--- src/rtl/div_unit_pkg.sv ---
// Shared types and constants for the iterative divider and its E-stage decode.
package div_unit_pkg;

    localparam int unsigned DIV_WIDTH  = 32;
    localparam int unsigned DIV_CYCLES = DIV_WIDTH;

    localparam logic [DIV_WIDTH-1:0] DBZ_QUOTIENT = '1;

    typedef enum logic [1:0] {
        IDLE = 2'd0,
        DBZ  = 2'd1,
        CALC = 2'd2,
        DONE = 2'd3
    } state_t;

    // ALU operations seen by the E-stage decode; only the divide ops start this unit.
    typedef enum logic [3:0] {
        ALU_NOP  = 4'd0,
        ALU_ADD  = 4'd1,
        ALU_SUB  = 4'd2,
        ALU_MULT = 4'd3,
        ALU_DIV  = 4'd4,
        ALU_DIVU = 4'd5
    } alu_op_t;

    function automatic logic is_div_op(input alu_op_t op);
        return (op == ALU_DIV) || (op == ALU_DIVU);
    endfunction

    function automatic logic is_signed_div(input alu_op_t op);
        return op == ALU_DIV;
    endfunction

endpackage

--- src/rtl/div_unit_if.sv ---
// Handshake and operand/result bundle between the E-stage control path and the divider.
interface div_unit_if #(
    parameter int unsigned WIDTH = 32
);
    logic               start_i;
    logic               signed_i;
    logic               annul_i;
    logic [WIDTH-1:0]   a_i;
    logic [WIDTH-1:0]   b_i;
    logic [2*WIDTH-1:0] result_o;
    logic               ready_o;
    logic               stall_o;

    modport master (
        output start_i, signed_i, annul_i, a_i, b_i,
        input  result_o, ready_o, stall_o
    );

    modport slave (
        input  start_i, signed_i, annul_i, a_i, b_i,
        output result_o, ready_o, stall_o
    );
endinterface

--- src/rtl/div_unit.sv ---
// Iterative radix-2 restoring divider for DIV/DIVU; result is {remainder, quotient}.
module div_unit
    import div_unit_pkg::*;
#(
    parameter int unsigned WIDTH = DIV_WIDTH
) (
    input logic       clk,
    input logic       rst,
    div_unit_if.slave bus
);

    localparam int unsigned CNT_W = $clog2(WIDTH);
    localparam logic [CNT_W-1:0] LAST_CNT = CNT_W'(WIDTH - 1);

    state_t             state, state_nxt;
    logic [WIDTH-1:0]   rem_q, rem_d;
    logic [WIDTH-1:0]   dvd_q, dvd_d;
    logic [WIDTH-1:0]   dvs_q, dvs_d;
    logic               q_neg_q, q_neg_d;
    logic               r_neg_q, r_neg_d;
    logic [CNT_W-1:0]   cnt_q, cnt_d;
    logic [2*WIDTH-1:0] result_q, result_d;
    logic               ready_q, ready_d;

    logic [WIDTH:0]     rem_wide;
    logic               rem_ge;
    logic [WIDTH-1:0]   step_rem;
    logic [WIDTH-1:0]   step_dvd;

    function automatic logic [WIDTH-1:0] neg_if(input logic [WIDTH-1:0] v, input logic en);
        return en ? (~v + WIDTH'(1)) : v;
    endfunction

    function automatic logic [WIDTH-1:0] magnitude(input logic [WIDTH-1:0] v, input logic sgn);
        return neg_if(v, sgn & v[WIDTH-1]);
    endfunction

    // One restoring step: shift {rem, dividend} left, subtract divisor when it fits.
    always_comb begin
        rem_wide = {rem_q, dvd_q[WIDTH-1]};
        rem_ge   = rem_wide >= {1'b0, dvs_q};
        step_rem = rem_ge ? (rem_wide[WIDTH-1:0] - dvs_q) : rem_wide[WIDTH-1:0];
        step_dvd = {dvd_q[WIDTH-2:0], rem_ge};
    end

    // State register.
    always_ff @(posedge clk or posedge rst) begin
        if (rst) state <= IDLE;
        else     state <= state_nxt;
    end

    // Next state, datapath updates and registered outputs.
    always_comb begin
        state_nxt = state;
        rem_d     = rem_q;
        dvd_d     = dvd_q;
        dvs_d     = dvs_q;
        q_neg_d   = q_neg_q;
        r_neg_d   = r_neg_q;
        cnt_d     = cnt_q;
        result_d  = result_q;
        ready_d   = 1'b0;

        if (bus.annul_i) begin
            state_nxt = IDLE;
        end else begin
            case (state)
                IDLE: begin
                    if (bus.start_i) begin
                        cnt_d = '0;
                        if (bus.b_i == '0) begin
                            // Divide by zero: quotient all ones, remainder is the raw dividend.
                            state_nxt = DBZ;
                            rem_d     = bus.a_i;
                            dvd_d     = '1;
                            q_neg_d   = 1'b0;
                            r_neg_d   = 1'b0;
                        end else begin
                            state_nxt = CALC;
                            rem_d     = '0;
                            dvd_d     = magnitude(bus.a_i, bus.signed_i);
                            dvs_d     = magnitude(bus.b_i, bus.signed_i);
                            q_neg_d   = (bus.a_i[WIDTH-1] ^ bus.b_i[WIDTH-1]) & bus.signed_i;
                            r_neg_d   = bus.a_i[WIDTH-1] & bus.signed_i;
                        end
                    end
                end
                CALC: begin
                    rem_d = step_rem;
                    dvd_d = step_dvd;
                    cnt_d = cnt_q + CNT_W'(1);
                    if (cnt_q == LAST_CNT) begin
                        // Final step lands with sign fixups so the result is valid in DONE.
                        state_nxt = DONE;
                        result_d  = {neg_if(step_rem, r_neg_q), neg_if(step_dvd, q_neg_q)};
                        ready_d   = 1'b1;
                    end
                end
                DBZ: begin
                    state_nxt = DONE;
                    result_d  = {rem_q, dvd_q};
                    ready_d   = 1'b1;
                end
                DONE: begin
                    state_nxt = IDLE;
                    cnt_d     = '0;
                end
                default: state_nxt = IDLE;
            endcase
        end
    end

    // Datapath and output registers.
    always_ff @(posedge clk or posedge rst) begin
        if (rst) begin
            rem_q    <= '0;
            dvd_q    <= '0;
            dvs_q    <= '0;
            q_neg_q  <= 1'b0;
            r_neg_q  <= 1'b0;
            cnt_q    <= '0;
            result_q <= '0;
            ready_q  <= 1'b0;
        end else begin
            rem_q    <= rem_d;
            dvd_q    <= dvd_d;
            dvs_q    <= dvs_d;
            q_neg_q  <= q_neg_d;
            r_neg_q  <= r_neg_d;
            cnt_q    <= cnt_d;
            result_q <= result_d;
            ready_q  <= ready_d;
        end
    end

    assign bus.result_o = result_q;
    assign bus.ready_o  = ready_q;
    // Hold the instruction in E until the result is valid.
    assign bus.stall_o  = bus.start_i & ~ready_q;

endmodule

--- src/flat_wrapper.sv ---
// flat-port wrapper written by rule: the top's interface ports become plain ports
module div_unit_flat import div_unit_pkg::*;
#(
    parameter int unsigned WIDTH = DIV_WIDTH
)
  (clk, rst, bus_start_i, bus_signed_i, bus_annul_i, bus_a_i, bus_b_i, bus_result_o, bus_ready_o, bus_stall_o);
  div_unit_if #(.WIDTH(WIDTH)) bus_i ();
  input logic clk;
  input logic rst;
  input wire logic [$bits(bus_i.start_i)-1:0] bus_start_i;
  input wire logic [$bits(bus_i.signed_i)-1:0] bus_signed_i;
  input wire logic [$bits(bus_i.annul_i)-1:0] bus_annul_i;
  input wire logic [$bits(bus_i.a_i)-1:0] bus_a_i;
  input wire logic [$bits(bus_i.b_i)-1:0] bus_b_i;
  output wire logic [$bits(bus_i.result_o)-1:0] bus_result_o;
  output wire logic [$bits(bus_i.ready_o)-1:0] bus_ready_o;
  output wire logic [$bits(bus_i.stall_o)-1:0] bus_stall_o;
  assign bus_i.start_i = bus_start_i;
  assign bus_i.signed_i = bus_signed_i;
  assign bus_i.annul_i = bus_annul_i;
  assign bus_i.a_i = bus_a_i;
  assign bus_i.b_i = bus_b_i;
  assign bus_result_o = bus_i.result_o;
  assign bus_ready_o = bus_i.ready_o;
  assign bus_stall_o = bus_i.stall_o;
  div_unit #(.WIDTH(WIDTH)) u_core (.clk(clk), .rst(rst), .bus(bus_i));
endmodule
--- config.mk ---
export PLATFORM = sky130hd
export DESIGN_NAME = div_unit_flat
export DESIGN_NICKNAME = d
export VERILOG_FILES = /design/src/rtl/div_unit_pkg.sv /design/src/rtl/div_unit_if.sv /design/src/rtl/div_unit.sv /design/src/flat_wrapper.sv
export SDC_FILE = /design/constraint.sdc
export NUM_CORES = 1
export LEC_CHECK = 0
export ABC_AREA = 1
export CORE_ASPECT_RATIO = 1.5
export CORE_MARGIN = 2
export CORE_UTILIZATION = 51
export CTS_BUF_LIST = sky130_fd_sc_hd__clkbuf_16
export CTS_CLUSTER_SIZE = 8
export DETAILED_ROUTE_END_ITERATION = 12
export GPL_TIMING_DRIVEN = 0
export PLACE_DENSITY = 0.83
export SKIP_CTS_REPAIR_TIMING = 1
export SYNTH_ARGS = -nofsm -noshare
export SYNTH_HDL_FRONTEND = slang
export SYNTH_SLANG_ARGS = --single-unit
--- constraint.sdc ---
create_clock -name clk -period 8 [get_ports clk]
set_clock_uncertainty 0.2 [all_clocks]
set_input_delay 2.4 -clock clk [delete_from_list [all_inputs] [get_ports clk]]
set_output_delay 2.4 -clock clk [all_outputs]
set_load 0.01 [all_outputs]
==> impl_results.md <==
- Final TNS setup: 0 ps
- Hold Violations, Final: 0
- Met3 Wirelength: 3860 µm
- Worst Hold Class: reg2reg
- Setup crit end kind: output pin
- Post-synth EDFFs: 0
- Status: finished, final reports clean
- Final WL: 55600 µm
- Port buffer count: 134
- Via count: 15400
- Top cell type's share of synthesized area: 0.307
- Worst-skew pair later-pin latency: 460 ps
- Die Width: 138 µm
- FP Rows: 73
- Post-synth net total: 2283
- Chip Height: 206 µm
- Vias per cell: 5.77
- Synth area leader: dfrtp_1
- Drt first-iter violations: 1275
- Crit-path max FO: 3
- Synth Warn #: 0
- TritonCTS clock tree: done
- Total clock sinks: 170
- Root buffer cell: clkbuf_16
- Synthesized area: 13800 µm²
- Vias in the first global route: 15100
- Most common cell after layout, fill and taps aside: nand2_1
- Met2 WL post-DR: 27500 µm
- CTS max path bufs: 2
- Fillers: 2606
- Avg Cell Area, Syn: 6.37 µm²
- Clock Pin Slew Worst Setup and Hold Paths: 70 ps
- Unrepaired setup endpoints after global routing: false
- Max_cap viols: 0
- Wirelength per Cell: 20.8 µm
- Synth-to-Final Area Change: 17.1%
- Post-synth top flop: dfrtp_1
- Setup ws final: 1870 ps
- Starting Density: 0.521
- #FFs+latches synth: 170
- Share of layout cells above drive strength 1: 0.0505
- CP startpoint kind: input pin
- Fin Hold WS: 280 ps
- GRT Util Overall: 0.393
- Synth top area cells: dfrtp_1 (31%), nand2_1 (18%), inv_1 (7.9%)
- Initial antenna violation count: 0
- Crit path time final: 6130 ps
- Die area: 28500 µm²
- Seq/Total Area, Yosys: 0.307
- Worst-margin pin slew: 1260 ps
- Synth unique cells: 43
- Ys async rst share: 1.00
- Max transition margin: 0.147
- Dpl ws: 1870 ps
- Post-DP HPWL: 44100 µm
- Data required, critical path: 5400 ps
- Drt drc: 0
- Slew Limit Fails: 0
- Period utilisation layout: 0.766
- Placer Congestion: 1.06
- DRT antenna net count: 0
- WS Path Type: in2out
- Nets: 2437
- CTS H-tree depth: 4
- Largest net degree at the start of global routing: 123
- Pre-antenna DRT Iters: 9
- Max Freq: 163 MHz
- First-pass GRT wire length: 84800 µm
- Grt ovf: 0
- Leading cell types in the layout, fill and taps excluded: nand2_1 (678), inv_1 (290), nor2_1 (181)
- # diodes: 0
- DR top layer: met4
- Post-Syn Instances: 2172
- TritonCTS Buffers: 17
- Ports: 135
- Met1 WL: 19000 µm
- Core Box Area: 26600 µm²
- Endpoints failing setup: 0
- CP Data Arrival Time: 3530 ps
==> path summary, 6_finish.rpt <==
kind                                         start                 endpoint  slack (ps)  cells past startpoint
max                                    bus_start_i              bus_stall_o        1870                      4
min                        u_core.bus.result_o[34]  u_core.bus.result_o[34]         280                      2
max reg2reg                        u_core.rem_q[5]  u_core.bus.result_o[22]        3000                     25
min reg2reg                u_core.bus.result_o[34]  u_core.bus.result_o[34]         280                      2
max in group asynchronous                      rst         u_core.dvs_q[16]        4500                      3
min in group asynchronous                      rst  u_core.bus.result_o[10]        2110                      2
==> through the flow <==
step	util	cells	cell area [µm²]
floorplan	-	2172	13800
global placement	0.587	2643	15600
CTS	0.610	2675	16200
finish	0.610	2675	16200
global route	0.610	2675	16200
detailed placement	0.588	2644	15600
==> critical path, cell delays in order <==
cell	delay (ps)
clkdlybuf4s50_1	450
inv_1	60
nor2_1	80
clkdlybuf4s50_1	530
==> state kept, by name, indices dropped and copies added (netlist names), 2 cells and up <==
name / cells
u_core.bus.result_o: 64
u_core.cnt_q: 5
u_core.dvd_q: 32
u_core.dvs_q: 32
u_core.rem_q: 32
u_core.state: 2
==> logic make-up (layout without fill, tap and decap cells) <==
kind of cell | count (synthesis) | count (layout) | synth area share
DFF | 170 | 170 | 0.307
xor gates and xnor gates | 74 | 74 | 0.0468
buffers and inverters | 384 | 550 | 0.108
and+or+nand+nor | 1101 | 1101 | 0.338
adders and majority gates | 42 | 42 | 0.0385
AOI/OAI and AO/OA | 401 | 401 | 0.162
==> final cells by class <==
class,instances,area (µm²),share of cell area
Buffer,82,360,0.0222
Clock inverter,14,141,0.00873
Clock buffer,17,425,0.0263
Timing Repair Buffer,135,1370,0.0845
Multi-Input combinational cell,1618,8090,0.499
Inverter,302,1140,0.0704
Tap cell,337,422,0.0260
Sequential cell,170,4250,0.263
==> cell usage after synthesis (22+ instances only) <==
master / n
nand3_1: 112
xor2_1: 59
o21ai_1: 22
clkbuf_1: 63
o21ai_0: 179
nand4_1: 22
inv_1: 290
nor3_1: 25
nand2_2: 22
a21oi_1: 119
o221ai_1: 32
nand2_1: 678
nor2_1: 181
ha_1: 41
dfrtp_1: 170
==> routing by layer <==
metal	up-vias	GRT usage
met5	-	0
met4	0	0.326
met3	280	0.0633
met2	767	0.699
met1	7119	0.406
li1	7278	-
Power is not shown: default switching activity piles up to over one toggle a cycle in this logic, so the estimate is an artifact.
